File: src/rtl/ysyx_22040365_pkg.sv
// Shared definitions for the write-back stage: default widths, load funct3
// encodings and the write-back FSM state type.
package ysyx_22040365_pkg;

  localparam int DEF_XLEN   = 64;
  localparam int DEF_RIDX_W = 5;

  localparam logic [2:0] LB  = 3'b000;
  localparam logic [2:0] LH  = 3'b001;
  localparam logic [2:0] LW  = 3'b010;
  localparam logic [2:0] LD  = 3'b011;
  localparam logic [2:0] LBU = 3'b100;
  localparam logic [2:0] LHU = 3'b101;
  localparam logic [2:0] LWU = 3'b110;

  typedef enum logic [1:0] {
    WB_IDLE     = 2'd0,
    WB_WAIT_MEM = 2'd1,
    WB_WRITE    = 2'd2
  } wb_state_t;

endpackage

File: src/rtl/ysyx_22040365_load_ext.sv
// Load data extraction: shifts the addressed bytes down from the aligned
// doubleword and sign/zero-extends them according to funct3.
module ysyx_22040365_load_ext
  import ysyx_22040365_pkg::*;
#(
  parameter int XLEN = DEF_XLEN
) (
  input  logic [XLEN-1:0] mem_rdata,
  input  logic [2:0]      off,
  input  logic [2:0]      funct3,
  output logic [XLEN-1:0] data,
  output logic            illegal
);

  logic [XLEN-1:0] shifted;

  // Logical shift: bytes pushed past the top of the doubleword read as zero.
  assign shifted = mem_rdata >> {off, 3'b000};

  always_comb begin
    data    = '0;
    illegal = 1'b0;
    case (funct3)
      LB:      data = {{(XLEN-8){shifted[7]}}, shifted[7:0]};
      LH:      data = {{(XLEN-16){shifted[15]}}, shifted[15:0]};
      LW:      data = {{(XLEN-32){shifted[31]}}, shifted[31:0]};
      LD:      data = shifted;
      LBU:     data = {{(XLEN-8){1'b0}}, shifted[7:0]};
      LHU:     data = {{(XLEN-16){1'b0}}, shifted[15:0]};
      LWU:     data = {{(XLEN-32){1'b0}}, shifted[31:0]};
      default: illegal = 1'b1;
    endcase
  end

endmodule

File: src/rtl/ysyx_22040365_wb_stage.sv
// Write-back stage: accepts one retiring instruction, waits for load data when
// needed, then issues a single-cycle register-file write and counts retirement.
module ysyx_22040365_wb_stage
  import ysyx_22040365_pkg::*;
#(
  parameter int XLEN   = DEF_XLEN,
  parameter int RIDX_W = DEF_RIDX_W
) (
  input  logic              clk,
  input  logic              rst,
  input  logic              in_valid,
  output logic              in_ready,
  input  logic [RIDX_W-1:0] in_rd,
  input  logic              in_wen,
  input  logic [XLEN-1:0]   in_alu_result,
  input  logic              in_is_load,
  input  logic [2:0]        in_ld_funct3,
  input  logic [2:0]        in_ld_off,
  input  logic              mem_rvalid,
  input  logic [XLEN-1:0]   mem_rdata,
  output logic              rf_wen,
  output logic [RIDX_W-1:0] rf_waddr,
  output logic [XLEN-1:0]   rf_wdata,
  output logic              fwd_valid,
  output logic [RIDX_W-1:0] fwd_rd,
  output logic [XLEN-1:0]   fwd_data,
  output logic              load_err,
  output logic [63:0]       instret
);

  wb_state_t         state_reg, state_next;
  logic [RIDX_W-1:0] rd_reg;
  logic              wen_reg;
  logic [2:0]        funct3_reg;
  logic [2:0]        off_reg;
  logic [XLEN-1:0]   data_reg;
  logic              rf_wen_reg;
  logic [RIDX_W-1:0] rf_waddr_reg;
  logic [XLEN-1:0]   rf_wdata_reg;
  logic              load_err_reg;
  logic [63:0]       instret_reg;

  logic              accept;
  logic              enter_write;
  logic [XLEN-1:0]   data_next;
  logic              err_next;
  logic [RIDX_W-1:0] rd_src;
  logic              wen_src;
  logic [XLEN-1:0]   ext_data;
  logic              ext_illegal;

  ysyx_22040365_load_ext #(
    .XLEN(XLEN)
  ) u_load_ext (
    .mem_rdata(mem_rdata),
    .off      (off_reg),
    .funct3   (funct3_reg),
    .data     (ext_data),
    .illegal  (ext_illegal)
  );

  always_comb begin
    state_next  = state_reg;
    accept      = 1'b0;
    enter_write = 1'b0;
    data_next   = data_reg;
    err_next    = 1'b0;
    case (state_reg)
      WB_IDLE: begin
        if (in_valid) begin
          accept = 1'b1;
          if (in_is_load) begin
            state_next = WB_WAIT_MEM;
          end else begin
            state_next  = WB_WRITE;
            enter_write = 1'b1;
            data_next   = in_alu_result;
          end
        end
      end
      WB_WAIT_MEM: begin
        if (mem_rvalid) begin
          state_next  = WB_WRITE;
          enter_write = 1'b1;
          data_next   = ext_data;
          err_next    = ext_illegal;
        end
      end
      WB_WRITE: state_next = WB_IDLE;
      default:  state_next = WB_IDLE;
    endcase
  end

  // A non-load enters WRITE on the accepting edge, so its rd/wen come straight
  // from the inputs rather than from the latches being loaded on that edge.
  assign rd_src  = accept ? in_rd  : rd_reg;
  assign wen_src = accept ? in_wen : wen_reg;

  always_ff @(posedge clk) begin
    if (rst) begin
      state_reg    <= WB_IDLE;
      rd_reg       <= '0;
      wen_reg      <= 1'b0;
      funct3_reg   <= 3'b000;
      off_reg      <= 3'b000;
      data_reg     <= '0;
      rf_wen_reg   <= 1'b0;
      rf_waddr_reg <= '0;
      rf_wdata_reg <= '0;
      load_err_reg <= 1'b0;
      instret_reg  <= 64'd0;
    end else begin
      state_reg    <= state_next;
      rf_wen_reg   <= enter_write && wen_src && (rd_src != '0);
      load_err_reg <= err_next;
      if (accept) begin
        rd_reg     <= in_rd;
        wen_reg    <= in_wen;
        funct3_reg <= in_ld_funct3;
        off_reg    <= in_ld_off;
      end
      if (enter_write) begin
        data_reg     <= data_next;
        rf_waddr_reg <= rd_src;
        rf_wdata_reg <= data_next;
        instret_reg  <= instret_reg + 64'd1;
      end
    end
  end

  assign in_ready  = (state_reg == WB_IDLE);
  assign rf_wen    = rf_wen_reg;
  assign rf_waddr  = rf_waddr_reg;
  assign rf_wdata  = rf_wdata_reg;
  assign load_err  = load_err_reg;
  assign instret   = instret_reg;
  assign fwd_valid = ((state_reg == WB_WAIT_MEM) || (state_reg == WB_WRITE))
                     && wen_reg && (rd_reg != '0);
  assign fwd_rd    = rd_reg;
  assign fwd_data  = data_reg;

endmodule

File: config.mk
export PLATFORM = sky130hd
export DESIGN_NAME = ysyx_22040365_wb_stage
export DESIGN_NICKNAME = d
export VERILOG_FILES = /design/src/rtl/ysyx_22040365_pkg.sv /design/src/rtl/ysyx_22040365_load_ext.sv /design/src/rtl/ysyx_22040365_wb_stage.sv
export SDC_FILE = /design/constraint.sdc
export NUM_CORES = 1
export LEC_CHECK = 0
export ABC_AREA = 1
export ABC_CLOCK_PERIOD_IN_PS = 4000
export CORE_MARGIN = 5
export CORE_UTILIZATION = 25
export DETAILED_ROUTE_END_ITERATION = 8
export HOLD_SLACK_MARGIN = 0.05
export RECOVER_POWER = 50
export SLEW_MARGIN = 25
export SYNTH_ARGS = -nofsm -noshare
export SYNTH_HDL_FRONTEND = slang
export SYNTH_HIERARCHICAL = 1
export SYNTH_SLANG_ARGS = --single-unit
File: constraint.sdc
create_clock -name clk -period 4 [get_ports clk]
set_input_delay 0.6 -clock clk [delete_from_list [all_inputs] [get_ports clk]]
set_output_delay 0.6 -clock clk [all_outputs]
set_load 0.1 [all_outputs]
# [Word-level counts from Yosys, hierarchy flattened]
# Cells that the tools add are included.
[word_totals] ff_bits=149 input_bits=145 out_inout_bits=206 word_cells=57
[op_classes] n_addsub=1 n_eq_ne=11 shifts=1 muxes=18 n_bitwise=2 n_reduce_logical=14
[ops] op="one-hot mux 64 bit (7 select lines)" count=1
[ops] op="two-way mux 64 bit" count=3
[ops] op="one-hot mux 64 bit (2 select lines)" count=1
[ops] op="adder 64 x 1 -> 64 bit, second input constant" count=1
[ops] op=">> shifter 64 x 6 -> 64 bit" count=1
[ops] op="nonzero test 5 bit" count=2
[ops] op="equality test 3 bit, second input constant" count=3
[ops] op="two-way mux 1 bit" count=7
[ops] op="OR reduction 7 bit" count=1
[ops] op="equality test 3 x 2 -> 1 bit, second input constant" count=2
[ops] op="two-way mux 2 bit" count=3
[ops] op="!= test 2 bit, second input constant" count=3
[ops] op="two-way mux 5 bit" count=1
[ops] op="AND reduction 5 bit" count=1
[ops] op="logical AND 1 bit" count=4
[ops] op="one-hot mux 2 bit (2 select lines)" count=1
[ops] op="equality test 3 x 1 -> 1 bit, second input constant" count=1
[ops] op="logical NOT 3 bit" count=1
[ops] op="OR reduction 3 bit" count=1
[ops] op="equality test 2 x 1 -> 1 bit, second input constant" count=1
[ops] op="equality test 2 bit, second input constant" count=1
[ops] op="logical NOT 2 bit" count=1
[ops] op="NOT 1 bit" count=2
[ops] op="one-hot mux 1 bit (2 select lines)" count=1
[ops] op="other kinds (3)" count=3

# [Logic depth before layout (Yosys ltp)]
[logic_depth] ltp_word=5 depth_mapped=12 depth_no_buf=12

# [Modules after synthesis]
# Netlist, hierarchy kept.
[by_module_without_submodules] mod="ysyx_22040365_wb_stage" n_inst=1 cells_per_inst=1136 area_per_inst_um2=7990.2 seq_area_each_um2=2982.9
[by_module_without_submodules] mod="ysyx_22040365_load_ext" n_inst=1 cells_per_inst=501 area_per_inst_um2=2373.5 seq_area_each_um2=0.0

# [Worst setup path before layout]
# OpenSTA, ideal clock, no wires.
[synth_path] path_kind="reg-to-output" startpoint="register rd_reg[0], in the netlist fwd_rd[0]" endpoint="output port fwd_valid" arrival_time_ns=1.911 path_slack_ns=1.489 path_stages_with_launch=5 path_buffers=0 cell_sequence="dfxtp_1 > inv_1 > nand3_1 > o311ai_0 > inv_1"
[synth_between] elab_chain_cells=2
[synth_lines] item="start, declared" line_no="ysyx_22040365_wb_stage.sv:32" source="logic [RIDX_W-1:0] rd_reg;"
[synth_lines] item="start signal, assigned" line_no="ysyx_22040365_wb_stage.sv:117" source="rd_reg <= in_rd;"
[synth_lines] item="nonzero test 5 bit" line_no="ysyx_22040365_wb_stage.sv:138" source="&& wen_reg && (rd_reg != '0);"
[synth_lines] item="logical AND 1 bit" line_no="ysyx_22040365_wb_stage.sv:138"
[synth_lines] item="end, declared" line_no="ysyx_22040365_wb_stage.sv:24" source="output logic fwd_valid,"
# Every way passes these cells.

# [Final worst setup path]
[layout_path] startpoint="register off_reg[0]" endpoint="register rf_wdata_reg[32], in the netlist rf_wdata[32]"
[layout_between] elab_chain_cells=4
[layout_lines] item="start, declared" line_no="ysyx_22040365_wb_stage.sv:35" source="logic [2:0] off_reg;"
[layout_lines] item="start signal, assigned" line_no="ysyx_22040365_wb_stage.sv:120" source="off_reg <= in_ld_off;"
[layout_lines] item=">> shifter 64 x 6 -> 64 bit" line_no="ysyx_22040365_load_ext.sv:18" source="assign shifted = mem_rdata >> {off, 3'b000};"
[layout_lines] item="one-hot mux 64 bit (7 select lines)" line_no="ysyx_22040365_load_ext.sv:23" source="case (funct3)"
[layout_lines] item="named net ext_data[32]" line_no="ysyx_22040365_wb_stage.sv:49" source="logic [XLEN-1:0] ext_data;"
[layout_lines] item="two-way mux 64 bit" line_no="ysyx_22040365_wb_stage.sv:82" source="if (mem_rvalid) begin"
[layout_lines] item="one-hot mux 64 bit (2 select lines)" line_no="ysyx_22040365_wb_stage.sv:68" source="case (state_reg)"
[layout_lines] item="end signal, assigned" line_no="ysyx_22040365_wb_stage.sv:125" source="rf_wdata_reg <= data_next;"
[layout_lines] item="end, declared" line_no="ysyx_22040365_wb_stage.sv:39" source="logic [XLEN-1:0] rf_wdata_reg;"
# The timed path passes the listed nets, and every way through them passes these cells. The select of a mux whose other input is x is not followed.
# A chain may end at the register's enable or synchronous reset.

==> impl_metrics.csv <==
group,metric,value,unit
die,coreArea,40900,sq um
power_and_ir_drop,p_clk_frac,0.304,
clock_network,cts_setup_buffers,0,
sta,hold_viol,0,
die,ioPinCount,351,
placement,detailedPlace.worstSlack,885,ps
global_route,first_global_vias,11600,
final_layout,register_area,2980,sq um
route,drtPass1Iterations,6,
final_layout,syn_to_final_growth,37.5,%
final_layout,fin_nets,2020,
synth,syn-num-nets,1786,
hold_path,hp-start,"instret[6]",
synth,synth.avg_cell_area,6.33,sq um
clock_network,cts-hold-fix-buffers,0,
synth,synth_common_cells,"nand2_1, nor2_1, dfxtp_1",
global_route,track_usage,0.199,
power_and_ir_drop,p_switching,2.24,mW
hold_path,hold_path.class,"flop to flop",
power_and_ir_drop,leakagePower,5.51,nW
global_route,grt_pass1_wl,69.3,mm
power_and_ir_drop,intPower,2.93,mW
clock_network,clk_pin_slew_worst_paths,70,ps
worst_setup_path,cp-start-kind,"flop",
sta,finalSetupViolCount,0,
power_and_ir_drop,power_frac_comb,0.383,
synth,synth_async_sr_flop_share,0,
flow_run,maxCapViolCount,0,
sta,worstMarginPinSlew,1200,ps
power_and_ir_drop,ir_worst_vdd,0.278,mV
placement,port_buffers,350,
final_layout,drive_above_1_share,0.0786,
global_route,antenna_found_initial,7,
route,dr_total_vias,11900,
clock_network,clockBufferDepth,2,
outcome,outcome,"finished clean",
clock_network,cts_buffers,17,
clock_network,htreeDepth,4,
power_and_ir_drop,swShare,0.433,
power_and_ir_drop,p_seq_frac,0.313,
synth,synth-warning-count,6,
worst_setup_path,critPathMaxFanout,44,
synth,synth_flop_cell,"dfxtp_1",
power_and_ir_drop,power_density,362,nW/um^2
final_layout,multi_input_area,6000,sq um
clock_network,clock_latency,440,ps
worst_setup_path,r2r_start,"off_reg[0]",
route,avgViaCountPerCell,4.92,
worst_setup_path,reg2regPathDepth,10,
sta,finalSetupTns,0,ps
synth,synth_area_leader_cell,"dfxtp_1",
final_layout,final_cell_area,14300,sq um
synth,synthCells,1637,
die,start_util,0.253,
synth,netlist_top_cells_area,"dfxtp_1, nand2_1, nor2_1",
placement,dp.final_hpwl,36.1,mm
synth,post-synth-top-count-cell,"nand2_1",
synth,synth_top_cell_area_share,0.288,
worst_setup_path,cp-end-kind,"flop",
route,routedWlPerCell,19.5,um
route,antenna_left,0,
sta,fmax,0.314,GHz
die,die_area,45600,sq um
synth,synth_edf_count,0,
sta,slew_violations,0,
sta,relSlewSlack,0.203,
worst_setup_path,rrSetupSlack,820,ps
route,drt_wl_total,47.1,mm
clock_network,tritoncts,"done",
synth,syn_area,10400,sq um
worst_setup_path,r2r-end,"rf_wdata[32]",
worst_setup_path,worstPathArrival,3500,ps
placement,placed_cell_area,13800,sq um
sta,finalCriticalPeriod,3180,ps
die,die_w,214,um
hold_path,holdPathStages,1,
clock_network,cts_root_buf,"clkbuf_16",
global_route,grt_max_degree,69,
route,drc,0,
synth,yosysSeqAreaShare,0.288,
placement,gp_routability_congestion,0.933,
global_route,gr-total-overflow,0,
synth,ys_seq_elements,149,
worst_setup_path,crit_type,"flop to flop",
sta,skew,14.1,ps
clock_network,cts_resized,0,
sta,final.setup.worst_slack,819,ps
worst_setup_path,worstPathRequired,4320,ps
sta,rsz0062_at_grt,"false",
die,die_h,214,um
clock_network,clock-sinks,149,
sta,fin_crit_sh,0.795,
die,row_count,74,
hold_path,whs_endpoint,"instret[6]",
route,drt_iter0_markers,832,
synth,synth_cell_types,42,
final_layout,filler_cell_count,4420,
worst max-delay path by stage:
stage                              from      endpoint  slack, ps  depth (start not counted)
after floorplan               fwd_rd[0]     fwd_valid       1490                          4
after global placement    mem_rdata[63]  rf_wdata[32]        880                         10
final                        off_reg[0]  rf_wdata[32]        820                         10
after CTS                  state_reg[1]      in_ready       1030                          3
after detailed placement  mem_rdata[63]  rf_wdata[32]        880                         10
after global routing         off_reg[0]  rf_wdata[32]        640                         10
layout make-up:
cell class	instances	share of cell area
diodes	3	0.000527
multi-input cells	1231	0.421
repair buffers	369	0.256
flip-flops and latches	149	0.209
inverters	103	0.0272
clock buffers	19	0.0311
well taps	532	0.0467
clock inverters	13	0.00799
critical path: stages, from the launching register on:
cell and delay, ps:
dfxtp_1 330, inv_1 250, clkbuf_2 660, nand3_1 250
nand2_1 120, nand3_1 110, buf_4 370, nand4_1 180
mux2_2 320, o21ai_0 360, nor2_1 70
metal layers:
layer  vias up  routed length, um  part of all wire  global-route usage
met4         6               1270             0.027              0.0581
met3        60               3810             0.081              0.0531
met2       515              23300              0.49               0.355
li1       5778                  -                 -                   -
met1      5544              18700              0.40               0.234
met5         -                 39           0.00083                   0
through the flow:
stage           util  power, mW  hold WS, ps  instances
4_1_cts        0.350       5.27          508       2416
3_3_place_gp   0.337       3.66          481       2384
6_report       0.348       5.16          496       2419
5_1_grt        0.348       5.41          523       2418
2_1_floorplan      -       3.08          449       1637
3_5_place_dp   0.337       3.67          487       2384
cells by family after synthesis:
logic type / after synthesis / share of synthesized area
AOI/OAI and AO/OA: 246 / 0.129
and+or+nand+nor: 911 / 0.375
buffers and inverters: 257 / 0.128
xor gates and xnor gates: 6 / 0.00507
DFF: 149 / 0.288
muxes: 64 / 0.0695
adders and majority gates: 4 / 0.00483
power groups by stage:
stage / Sequential (mW) / Combinational, mW / Clock (mW)
6_report: 1.62 / 1.98 / 1.57
5_1_grt: 1.63 / 2.10 / 1.68
3_3_place_gp: 1.65 / 2.00 / 0
3_5_place_dp: 1.66 / 2.01 / 0
2_1_floorplan: 2.04 / 1.05 / 0
4_1_cts: 1.62 / 2.02 / 1.63
cell usage in the layout, fill, tap and decap left out, types with 7 or more instances in the layout:
cell / synthesis / final
nand2_2: 8 / 7
inv_1: 98 / 97
clkdlybuf4s50_1: 0 / 266
clkbuf_16: 0 / 17
o21ai_0: 127 / 131
a21oi_1: 48 / 48
nand4_1: 54 / 54
o21ai_1: 38 / 35
dfxtp_1: 149 / 148
nor2_2: 12 / 7
or2_2: 8 / 8
mux2_2: 64 / 64
nor3_1: 18 / 21
buf_4: 70 / 14
nand2_1: 368 / 369
nand3_1: 110 / 110
nor2_1: 314 / 322
dlygate4sd3_1: 0 / 83
o211ai_1: 18 / 18
Power figures use the tool's default switching activity.
